===== config.mk =====
export PLATFORM = sky130hd
export DESIGN_NAME = flash_read_engine
export DESIGN_NICKNAME = d
export VERILOG_FILES = /design/src/rtl/flash_pkg.sv /design/src/rtl/flash_byte_buffer.sv /design/src/rtl/flash_read_engine.sv
export SDC_FILE = /design/constraint.sdc
export NUM_CORES = 1
export LEC_CHECK = 0
export BUFFER_PORTS_ARGS = -buffer_cell sky130_fd_sc_hd__buf_2
export CAP_MARGIN = 20
export CELL_PAD_IN_SITES_DETAIL_PLACEMENT = 1
export CELL_PAD_IN_SITES_GLOBAL_PLACEMENT = 2
export CORE_MARGIN = 8
export CORE_UTILIZATION = 40
export DETAILED_ROUTE_END_ITERATION = 6
export MAX_ROUTING_LAYER = met4
export PLACE_DENSITY = 0.82
export SLEW_MARGIN = 0
export SYNTH_ARGS = -nofsm -noshare
export SYNTH_HDL_FRONTEND = slang
export SYNTH_HIERARCHICAL = 1
export SYNTH_SLANG_ARGS = --single-unit

===== constraint.sdc =====
create_clock -name clk -period 3.5 [get_ports clk]
set_input_delay 0 -clock clk [delete_from_list [all_inputs] [get_ports clk]]
set_output_delay 0 -clock clk [all_outputs]
set_load 0.02 [all_outputs]

===== src/rtl/flash_pkg.sv =====
// ---------------------------------------------------------------------------
// flash_pkg
// Shared definitions for the SPI flash read engine: the READ opcode, the
// flash address width, the command/address frame width and the FSM state
// type. The optional power-up wait state (ST_INIT_WAIT) is only entered
// when FLASH_STARTUP_WAIT_EN is defined.
// ---------------------------------------------------------------------------
package flash_pkg;

    localparam logic [7:0] CMD_READ     = 8'h03;
    localparam int         FLASH_ADDR_W = 24;
    localparam int         FRAME_W      = 8 + FLASH_ADDR_W;  // opcode + address

    typedef enum logic [2:0] {
        ST_INIT_WAIT,
        ST_IDLE,
        ST_SEND,
        ST_READ,
        ST_DONE
    } state_e;

    // The SPI bus is owned (CS low, SCLK toggling) only while shifting.
    function automatic logic drives_bus(input state_e s);
        return (s == ST_SEND) || (s == ST_READ);
    endfunction

endpackage


===== src/rtl/flash_byte_buffer.sv =====
// ---------------------------------------------------------------------------
// flash_byte_buffer
// BYTE_COUNT x 8 register array holding the bytes of the last read.
// Ports:
//   clk       system clock
//   rst       synchronous active-high reset, clears every byte
//   wr_en_i   write strobe from the read engine
//   wr_idx_i  byte slot to write
//   wr_data_i byte to write
//   rd_idx_i  byte slot to read
//   rd_data_o registered read data, one cycle after rd_idx_i
// ---------------------------------------------------------------------------
module flash_byte_buffer #(
    parameter int BYTE_COUNT = 32,
    parameter int IDX_W      = 5
) (
    input  logic             clk,
    input  logic             rst,
    input  logic             wr_en_i,
    input  logic [IDX_W-1:0] wr_idx_i,
    input  logic [7:0]       wr_data_i,
    input  logic [IDX_W-1:0] rd_idx_i,
    output logic [7:0]       rd_data_o
);

    logic [7:0] mem_q [BYTE_COUNT];
    logic [7:0] rd_data_q;

    // NOTE: this array is cleared by reset, so it must stay a flop array;
    // a resettable memory cannot map onto block RAM.
    always_ff @(posedge clk) begin
        if (rst) begin
            for (int i = 0; i < BYTE_COUNT; i++) begin
                mem_q[i] <= 8'h00;
            end
            rd_data_q <= 8'h00;
        end else begin
            if (wr_en_i && (int'(wr_idx_i) < BYTE_COUNT)) begin
                mem_q[wr_idx_i] <= wr_data_i;
            end
            // Out-of-range indices (non power-of-two BYTE_COUNT) read as zero.
            rd_data_q <= (int'(rd_idx_i) < BYTE_COUNT) ? mem_q[rd_idx_i] : 8'h00;
        end
    end

    assign rd_data_o = rd_data_q;

endmodule


===== src/rtl/flash_read_engine.sv =====
// ---------------------------------------------------------------------------
// flash_read_engine
// Mode-0 SPI read engine: on start, sends READ (0x03) + 24-bit address, then
// clocks in BYTE_COUNT bytes into flash_byte_buffer and pulses done.
// One SPI bit = 2 clk cycles (phase 0: SCLK low, phase 1: SCLK high).
// Optional macro FLASH_STARTUP_WAIT_EN: hold ST_INIT_WAIT for STARTUP_WAIT
// cycles after reset (busy high, start ignored) before entering ST_IDLE.
// Ports:
//   clk, rst         system clock, synchronous active-high reset
//   start, addr      read request and start byte address (sampled in IDLE)
//   busy, done       transaction in flight / one-cycle completion pulse
//   rdIndex, rdData  buffer read index and registered byte (1-cycle latency)
//   flashClk, flashCs, flashMosi, flashMiso   SPI pins (CS active low)
// All SPI pins and status outputs are registered, so SCLK is glitch-free.
// ---------------------------------------------------------------------------
module flash_read_engine
    import flash_pkg::*;
#(
    parameter int BYTE_COUNT   = 32,
    parameter int STARTUP_WAIT = 270000,
    localparam int IDX_W = (BYTE_COUNT > 1) ? $clog2(BYTE_COUNT) : 1
) (
    input  logic                    clk,
    input  logic                    rst,
    input  logic                    start,
    input  logic [FLASH_ADDR_W-1:0] addr,
    output logic                    busy,
    output logic                    done,
    input  logic [IDX_W-1:0]        rdIndex,
    output logic [7:0]              rdData,
    output logic                    flashClk,
    output logic                    flashCs,
    output logic                    flashMosi,
    input  logic                    flashMiso
);

    if (BYTE_COUNT < 1 || STARTUP_WAIT < 1) begin : g_cfg_check
        $error("flash_read_engine: BYTE_COUNT and STARTUP_WAIT must be >= 1");
    end

    state_e             state_q, state_d;
    logic               phase_q, phase_d;
    logic [4:0]         bit_cnt_q, bit_cnt_d;     // bit within frame or byte
    logic [IDX_W-1:0]   byte_idx_q, byte_idx_d;
    logic [FRAME_W-1:0] shift_q, shift_d;
    logic [6:0]         rx_q, rx_d;               // first 7 bits of a byte
    logic               cs_q, cs_d, sclk_q, sclk_d, mosi_q, mosi_d;
    logic               busy_q, busy_d, done_q, done_d;
    logic               wr_en;
    logic [7:0]         wr_data;

`ifdef FLASH_STARTUP_WAIT_EN
    localparam int WAIT_W = $clog2(STARTUP_WAIT + 1);
    logic [WAIT_W-1:0] wait_cnt_q, wait_cnt_d;
    localparam state_e RST_STATE = ST_INIT_WAIT;
    localparam logic   RST_BUSY  = 1'b1;
`else
    localparam state_e RST_STATE = ST_IDLE;
    localparam logic   RST_BUSY  = 1'b0;
`endif

    // NOTE: sequential state uses non-blocking assignments only, so every
    // flop samples pre-edge values regardless of block ordering.
    always_ff @(posedge clk) begin
        if (rst) begin
            state_q    <= RST_STATE;
            phase_q    <= 1'b0;
            bit_cnt_q  <= '0;
            byte_idx_q <= '0;
            shift_q    <= '0;
            rx_q       <= '0;
            cs_q       <= 1'b1;
            sclk_q     <= 1'b0;
            mosi_q     <= 1'b0;
            busy_q     <= RST_BUSY;
            done_q     <= 1'b0;
`ifdef FLASH_STARTUP_WAIT_EN
            wait_cnt_q <= '0;
`endif
        end else begin
            state_q    <= state_d;
            phase_q    <= phase_d;
            bit_cnt_q  <= bit_cnt_d;
            byte_idx_q <= byte_idx_d;
            shift_q    <= shift_d;
            rx_q       <= rx_d;
            cs_q       <= cs_d;
            sclk_q     <= sclk_d;
            mosi_q     <= mosi_d;
            busy_q     <= busy_d;
            done_q     <= done_d;
`ifdef FLASH_STARTUP_WAIT_EN
            wait_cnt_q <= wait_cnt_d;
`endif
        end
    end

    // NOTE: every signal written here gets a default first, so no path can
    // leave one unassigned and infer a latch.
    always_comb begin
        state_d    = state_q;
        phase_d    = phase_q;
        bit_cnt_d  = bit_cnt_q;
        byte_idx_d = byte_idx_q;
        shift_d    = shift_q;
        rx_d       = rx_q;
        wr_en      = 1'b0;
        wr_data    = {rx_q, flashMiso};
`ifdef FLASH_STARTUP_WAIT_EN
        wait_cnt_d = wait_cnt_q;
`endif

        case (state_q)
`ifdef FLASH_STARTUP_WAIT_EN
            ST_INIT_WAIT: begin
                wait_cnt_d = wait_cnt_q + 1'b1;
                if (wait_cnt_q == WAIT_W'(STARTUP_WAIT - 1)) state_d = ST_IDLE;
            end
`endif
            ST_IDLE: begin
                if (start) begin
                    shift_d    = {CMD_READ, addr};
                    phase_d    = 1'b0;
                    bit_cnt_d  = '0;
                    byte_idx_d = '0;
                    state_d    = ST_SEND;
                end
            end
            ST_SEND: begin
                phase_d = ~phase_q;
                if (phase_q) begin
                    shift_d   = {shift_q[FRAME_W-2:0], 1'b0};
                    bit_cnt_d = bit_cnt_q + 1'b1;
                    if (bit_cnt_q == 5'(FRAME_W - 1)) begin
                        bit_cnt_d = '0;
                        state_d   = ST_READ;
                    end
                end
            end
            ST_READ: begin
                phase_d = ~phase_q;
                // Edge ending phase 1 is the SCLK falling edge: MISO was
                // launched on the previous falling edge and is stable here.
                if (phase_q) begin
                    rx_d      = {rx_q[5:0], flashMiso};
                    bit_cnt_d = bit_cnt_q + 1'b1;
                    if (bit_cnt_q == 5'd7) begin
                        bit_cnt_d  = '0;
                        wr_en      = 1'b1;
                        byte_idx_d = byte_idx_q + 1'b1;
                        if (byte_idx_q == IDX_W'(BYTE_COUNT - 1)) state_d = ST_DONE;
                    end
                end
            end
            ST_DONE: state_d = ST_IDLE;
            default: state_d = ST_IDLE;
        endcase

        // Pin/status values follow the next state so they register cleanly.
        cs_d   = ~drives_bus(state_d);
        sclk_d = drives_bus(state_d) && phase_d;
        mosi_d = (state_d == ST_SEND) && shift_d[FRAME_W-1];
        done_d = (state_d == ST_DONE);
`ifdef FLASH_STARTUP_WAIT_EN
        busy_d = drives_bus(state_d) || (state_d == ST_INIT_WAIT);
`else
        busy_d = drives_bus(state_d);
`endif
    end

    flash_byte_buffer #(
        .BYTE_COUNT (BYTE_COUNT),
        .IDX_W      (IDX_W)
    ) u_buffer (
        .clk       (clk),
        .rst       (rst),
        .wr_en_i   (wr_en),
        .wr_idx_i  (byte_idx_q),
        .wr_data_i (wr_data),
        .rd_idx_i  (rdIndex),
        .rd_data_o (rdData)
    );

    assign flashCs   = cs_q;
    assign flashClk  = sclk_q;
    assign flashMosi = mosi_q;
    assign busy      = busy_q;
    assign done      = done_q;

endmodule


==> results of run 1 <==
[stage by stage]
step                      utilization  std cells
after detailed placement        0.421       1540
final                           0.469       1657
after global placement          0.421       1540
after floorplan                     -       1068
after global routing            0.469       1657
after CTS                       0.469       1657
[layer usage]
layer	vias to the layer above	routed length, um	GRT usage
met4	0	751	0.0451
met3	56	1860	0.0284
met5	-	0	-
li1	4127	-	-
met1	4530	16400	0.225
met2	247	18300	0.295
[cell families (layout without fill, tap and decap cells)]
family                     after synthesis  count (layout)  share of synthesized area
adders and majority gates                4               4                    0.00343
xor gates and xnor gates                 2               2                    0.00120
DFF                                    322             322                      0.617
muxes                                   89              89                      0.115
AOI/OAI and AO/OA                      117             117                     0.0526
buffers and inverters                   76             197                     0.0294
and+or+nand+nor                        458             458                      0.181
[power by group]
| group | switching [W] | internal (W) | leakage [nW] | total, W |
|---|---|---|---|---|
| logic | 0.000329 | 0.000254 | 2.57 | 0.000583 |
| clock network | 0.00153 | 0.00233 | 0.585 | 0.00386 |
| registers | 0.0000807 | 0.00430 | 3.00 | 0.00438 |
[synthesized netlist by cell type, drive strengths merged, types with 4 or more instances]
cell type  instances
and2             258
edfxtp           256
dfxtp             66
nand2             65
mux4              56
a21oi             46
nor2              45
buf               37
clkbuf            37
mux2i             33
or2               32
a22oi             31
nand3             16
a31oi             12
a221o              8
o21ai              7
a221oi             6
nor2b              6
nand3b             5
nor3               5
ha                 4
nand4b             4
[cells in the final DEF, fill, tap and decap left out, types with 32 or more instances in the layout]
master	netlist	layout
a21oi_1	45	45
and2_1	258	258
buf_2	16	43
buf_4	7	34
clkbuf_16	0	39
dfxtp_1	66	59
dlygate4sd3_1	0	50
edfxtp_1	256	256
mux2i_1	33	33
mux4_2	33	33
nand2_1	65	65
nor2_1	44	44
or2_2	32	32
[cell type report]
cell class / instances / area share
Clock buffer: 52 / 0.0619
Clock inverter: 15 / 0.00987
Inverter: 2 / 0.000442
Multi-Input combinational cell: 670 / 0.304
Sequential cell: 322 / 0.531
Tap cell: 468 / 0.0345
Timing Repair Buffer: 128 / 0.0583
[flip-flops by register name, indices dropped and copies added, names as in the netlist, 3 cells and up]
name                flops
state_q                 3
bit_cnt_q               5
byte_idx_q              5
rx_q                    7
u_buffer/rd_data_o      8
u_buffer/mem_q        256
shift_q                32
[worst max-delay path: stages, from the launching register on]
cell and delay, ps:
dfxtp_1 370, ha_1 220, and4bb_2 320, and2_1 240
or4b_1 750, nor2_1 520, or2_2 330
[worst paths after layout]
check                                          startpoint                                  to  depth (start not counted)  slack, ps
worst min register to register   shift_q[25]$_SDFFE_PP0P_            shift_q[26]$_SDFFE_PP0P_                          2        460
worst max-delay path            bit_cnt_q[0]$_SDFFE_PP0P_  u_buffer/mem_q[0][6]$_SDFFCE_PN0P_                          6        460
worst max register to register  bit_cnt_q[0]$_SDFFE_PP0P_  u_buffer/mem_q[0][6]$_SDFFCE_PN0P_                          6        460
worst min-delay path                           rdIndex[3]    u_buffer/rd_data_o[6]$_SDFF_PP0_                          3         30
==> results.ini, run 1 <==
[route]
avgRoutedWirePerCell_um = 22.5
drtPass1Iterations = 7
vias_per_cell = 5.41
route.vias.total = 8960
drt_wl_total_um = 37300
drt_iter0_drc = 632
drc = 0
ant_nets = 0

[cts]
cts_buffers = 37
clkLatencyLatePin_ps = 530
htree_levels = 2
clkSinkCount = 322
clock_path_buffers = 3
path_clk_slew_ps = 60
cts_tree = built
cts-root-buf = clkbuf_16
ctsResizeCount = 0
cts_setup_buffers = 0
ctsHoldBuffers = 50

[placed_design]
hpwl_um = 23400
post-place-ws_ps = 536
routabilityCongestion = 0.797
portBuffers = 45
dpl_cell_area_sq_mm = 0.0153

[logic_synthesis]
synth_top_area_frac = 0.527
synth-seq-cells = 322
syn_area_per_cell_sq_um = 13.7
yosysSeqAreaShare = 0.617
synth_edf_count = 256
ys_top_cells_by_area = edfxtp_1 (53%), and2_1 (11%), dfxtp_1 (9.1%)
yosysUniqueCellTypes = 55
synth_area_sq_mm = 0.0146
ys_warn_count = 6
synthFlopType = edfxtp_1
synthArstFlopShare = 0
syn_nets = 1105
yosys.area.top_type = edfxtp_1
synthCells = 1068

[timing]
setup_ws_ps = 460
fin_skew_ps = 25.6
maxSlewViolCount = 0
rsz0062_at_grt = false
setup_viol = 0
relSlewSlack = 0.395
period_needed_ps = 3040
finalHoldViolations = 0
hold_ws_ps = 32.3
fin_crit_sh = 0.869
clock.fmax_mhz = 329
final.setup.tns_ps = 0
tightest_slew_ps = 907

[grt]
grt_pass1_vias = 9631
antenna_found_initial = 0
grt_pass1_wl_um = 57700
grt_usage = 0.178
grt_max_degree = 62
overflow = 0

[status]
status = complete, no violations

[critical_path]
worstPathRequired_ps = 3720
arrival_ps = 3260
path_max_fanout = 9
cp-start-kind = flip-flop
crit_path_end_kind = flip-flop
crit_type = flip-flop to flip-flop

[min_path]
hp-class = primary input to flip-flop

[cells_and_area]
syn_to_final_growth_pct = 16.4
design_area_sq_mm = 0.0170
antenna_cells = 0
fillers = 3676
seqCellArea_sq_mm = 0.00902
multi_input_area_sq_mm = 0.00517
nets = 1198
drive_gt1_frac = 0.181

[floorplanning]
dieArea_sq_mm = 0.0429
initial_core_util = 0.402
ioPinCount = 46
die_w_um = 207
placeableCoreArea_sq_mm = 0.0363
rows = 70
die_h_um = 207

[run]
cap_violations = 0

[power_and_ir_drop]
p_total_w = 0.00882
cellPowerDensity_mw_per_mm2 = 519
leakage_nw = 6.15
peakVddDrop_uv = 310

Note: power is estimated with default switching activity, not from simulation.
==> run 2, diff against run 1 <==
- CAP_MARGIN: 20 -> not set
- HOLD_SLACK_MARGIN: not set -> 0.06
- SLEW_MARGIN: 0 -> not set
==> run 2 against run 1 <==
  * First-iteration DRC count rose by 2.1%
  * Register-to-register slack hardly changed
  * Non-clock buffer count is 1 higher
  * Global-route usage did not move
  * Die area did not move
  * Sequential share of layout area barely moved
  * Utilization about the same
  * Wire length grew 0.13%
  * Critical path type unchanged
  * Largest power group unchanged
==> results.ini, run 2 (synthesized netlist as in run 1, its figures left out) <==
[route]
drt_wl_total_um = 37300
avgRoutedWirePerCell_um = 22.5
route.vias.total = 8972
drtPass1Iterations = 5
drc = 0
drt_iter0_drc = 645
ant_nets = 0
vias_per_cell = 5.41

[cells_and_area]
final_common_cell = and2_1
most-common-layout-cells = and2_1 (258), edfxtp_1 (256), nand2_1 (65), dfxtp_1 (59), dlygate4sd3_1 (51)
antenna_cells = 0
design_area_sq_mm = 0.0170
syn_to_final_growth_pct = 16.5
largest_reg_flops = 256
largest_register = u_buffer/mem_q
drive_gt1_frac = 0.181
stdcell_count = 1658
nets = 1199

[timing]
fin_skew_ps = 24.0
period_needed_ps = 3040
final.setup.tns_ps = 0
finalHoldViolations = 0
clock.fmax_mhz = 329
maxSlewViolCount = 0
relSlewSlack = 0.393
fin_crit_sh = 0.868
rsz0062_at_grt = false
tightest_slew_ps = 909
setup_viol = 0

[floorplanning]
ioPinCount = 46
placeableCoreArea_sq_mm = 0.0363
die_w_um = 207
dieArea_sq_mm = 0.0429
die_h_um = 207
initial_core_util = 0.402
rows = 70

[critical_path]
rr_worst_depth = 6
cp_num_buf_inv = 0
cp-start-kind = flip-flop
regToRegSetupSlack_ps = 460
crit_family = simple AND/OR/NAND/NOR gates
critPathCapture = u_buffer/mem_q[0][6]$_SDFFCE_PN0P_
rr_endpoint = u_buffer/mem_q[0][6]$_SDFFCE_PN0P_
critical-path-slowest-cell = or4b_1
crit_type = flip-flop to flip-flop
crit_path_end_kind = flip-flop
crit_start = bit_cnt_q[0]$_SDFFE_PP0P_
worstSetupPathDepth = 6
path_max_fanout = 9
cp_slowest_stage_delay_ps = 750
crit_chain = ha_1 > and4bb_2 > and2_1 > or4b_1 > nor2_1 > or2_2
reg2reg_from = bit_cnt_q[0]$_SDFFE_PP0P_
worstPathRequired_ps = 3720
arrival_ps = 3260

[cts]
clkSinkCount = 322
ctsResizeCount = 0
clock_path_buffers = 3
ctsHoldBuffers = 51
cts_buffers = 37
cts-root-buf = clkbuf_16
cts_tree = built
cts_setup_buffers = 0
clkLatencyLatePin_ps = 530
htree_levels = 2
path_clk_slew_ps = 60

[power_and_ir_drop]
leakage_nw = 6.15
p_int_w = 0.00689
peakVddDrop_uv = 310
power.switching_w = 0.00193
share_seq_of_total_power = 0.497
cellPowerDensity_mw_per_mm2 = 519
pwr-share-comb = 0.066
swShare = 0.219
clockPowerShare = 0.437

[placed_design]
hpwl_um = 23400
place_inst = 1540
portBuffers = 45
dpl_cell_area_sq_mm = 0.0153
routabilityCongestion = 0.797

[grt]
grt_busiest_layer = met2
overflow = 0
grt_util_met1 = 0.225
grt_pass1_vias = 9637
grt_usage = 0.178
use_met2 = 0.295
grt_pass1_wl_um = 57700
antenna_found_initial = 0
grt_max_degree = 62
grt_use_met3 = 0.0282

[run]
cap_violations = 0

[min_path]
hp-class = primary input to flip-flop

[status]
status = complete, no violations

run 2: cell count changes in the layout (fill, tap and decap cells not counted):
cell	change
dlygate4sd3_1	+1
run 2: worst reg2reg max path: cells and delay by family (launching register included):
kind,cells,cell delay [ps]
simple gates,5,2160
fa+ha+maj,1,220
flops,1,370
run 2: through the flow:
stage	utilization	power, W	hold slack (ps)	worst slack [ps]
final	0.469	0.00882	113	462
after global routing	0.469	0.00910	137	295
after CTS	0.469	0.00891	93.6	506
after detailed placement	0.421	0.00500	256	536
after global placement	0.421	0.00498	251	681
after floorplan	-	0.00481	80.1	1010
run 2: area by class of cell:
type | count | area [sq um]
inverters | 2 | 7.51
repair buffers | 129 | 1000
clock buffers | 52 | 1050
fillers | 3675 | 19300
clock inverters | 15 | 168
flip-flops and latches | 322 | 9020
well taps | 468 | 586
multi-input cells | 670 | 5170
run 2: layer usage:
metal | share of wire | routed length, um
met5 | 0 | 0
met4 | 0.020 | 750
met3 | 0.048 | 1770
met2 | 0.49 | 18300
met1 | 0.44 | 16500
run 2: worst min path at each step:
stage | endpoint | cells past startpoint | startpoint
after global routing | rx_q[0]$_SDFFE_PP0P_ | 3 | flashMiso
final | rx_q[0]$_SDFFE_PP0P_ | 3 | flashMiso
after CTS | rx_q[0]$_SDFFE_PP0P_ | 3 | flashMiso
after floorplan | phase_q$_SDFF_PP0_ | 1 | rst
after detailed placement | shift_q[0]$_SDFFE_PP0P_ | 3 | addr[0]
after global placement | shift_q[0]$_SDFFE_PP0P_ | 3 | addr[0]
run 2: power groups by stage:
stage          sequential (W)  combinational (W)  clock, W
6_report              0.00438           0.000585   0.00385
5_1_grt               0.00440           0.000630   0.00407
4_1_cts               0.00438           0.000585   0.00394
3_5_place_dp          0.00446           0.000536         0
3_3_place_gp          0.00446           0.000523         0
2_1_floorplan         0.00443           0.000379         0
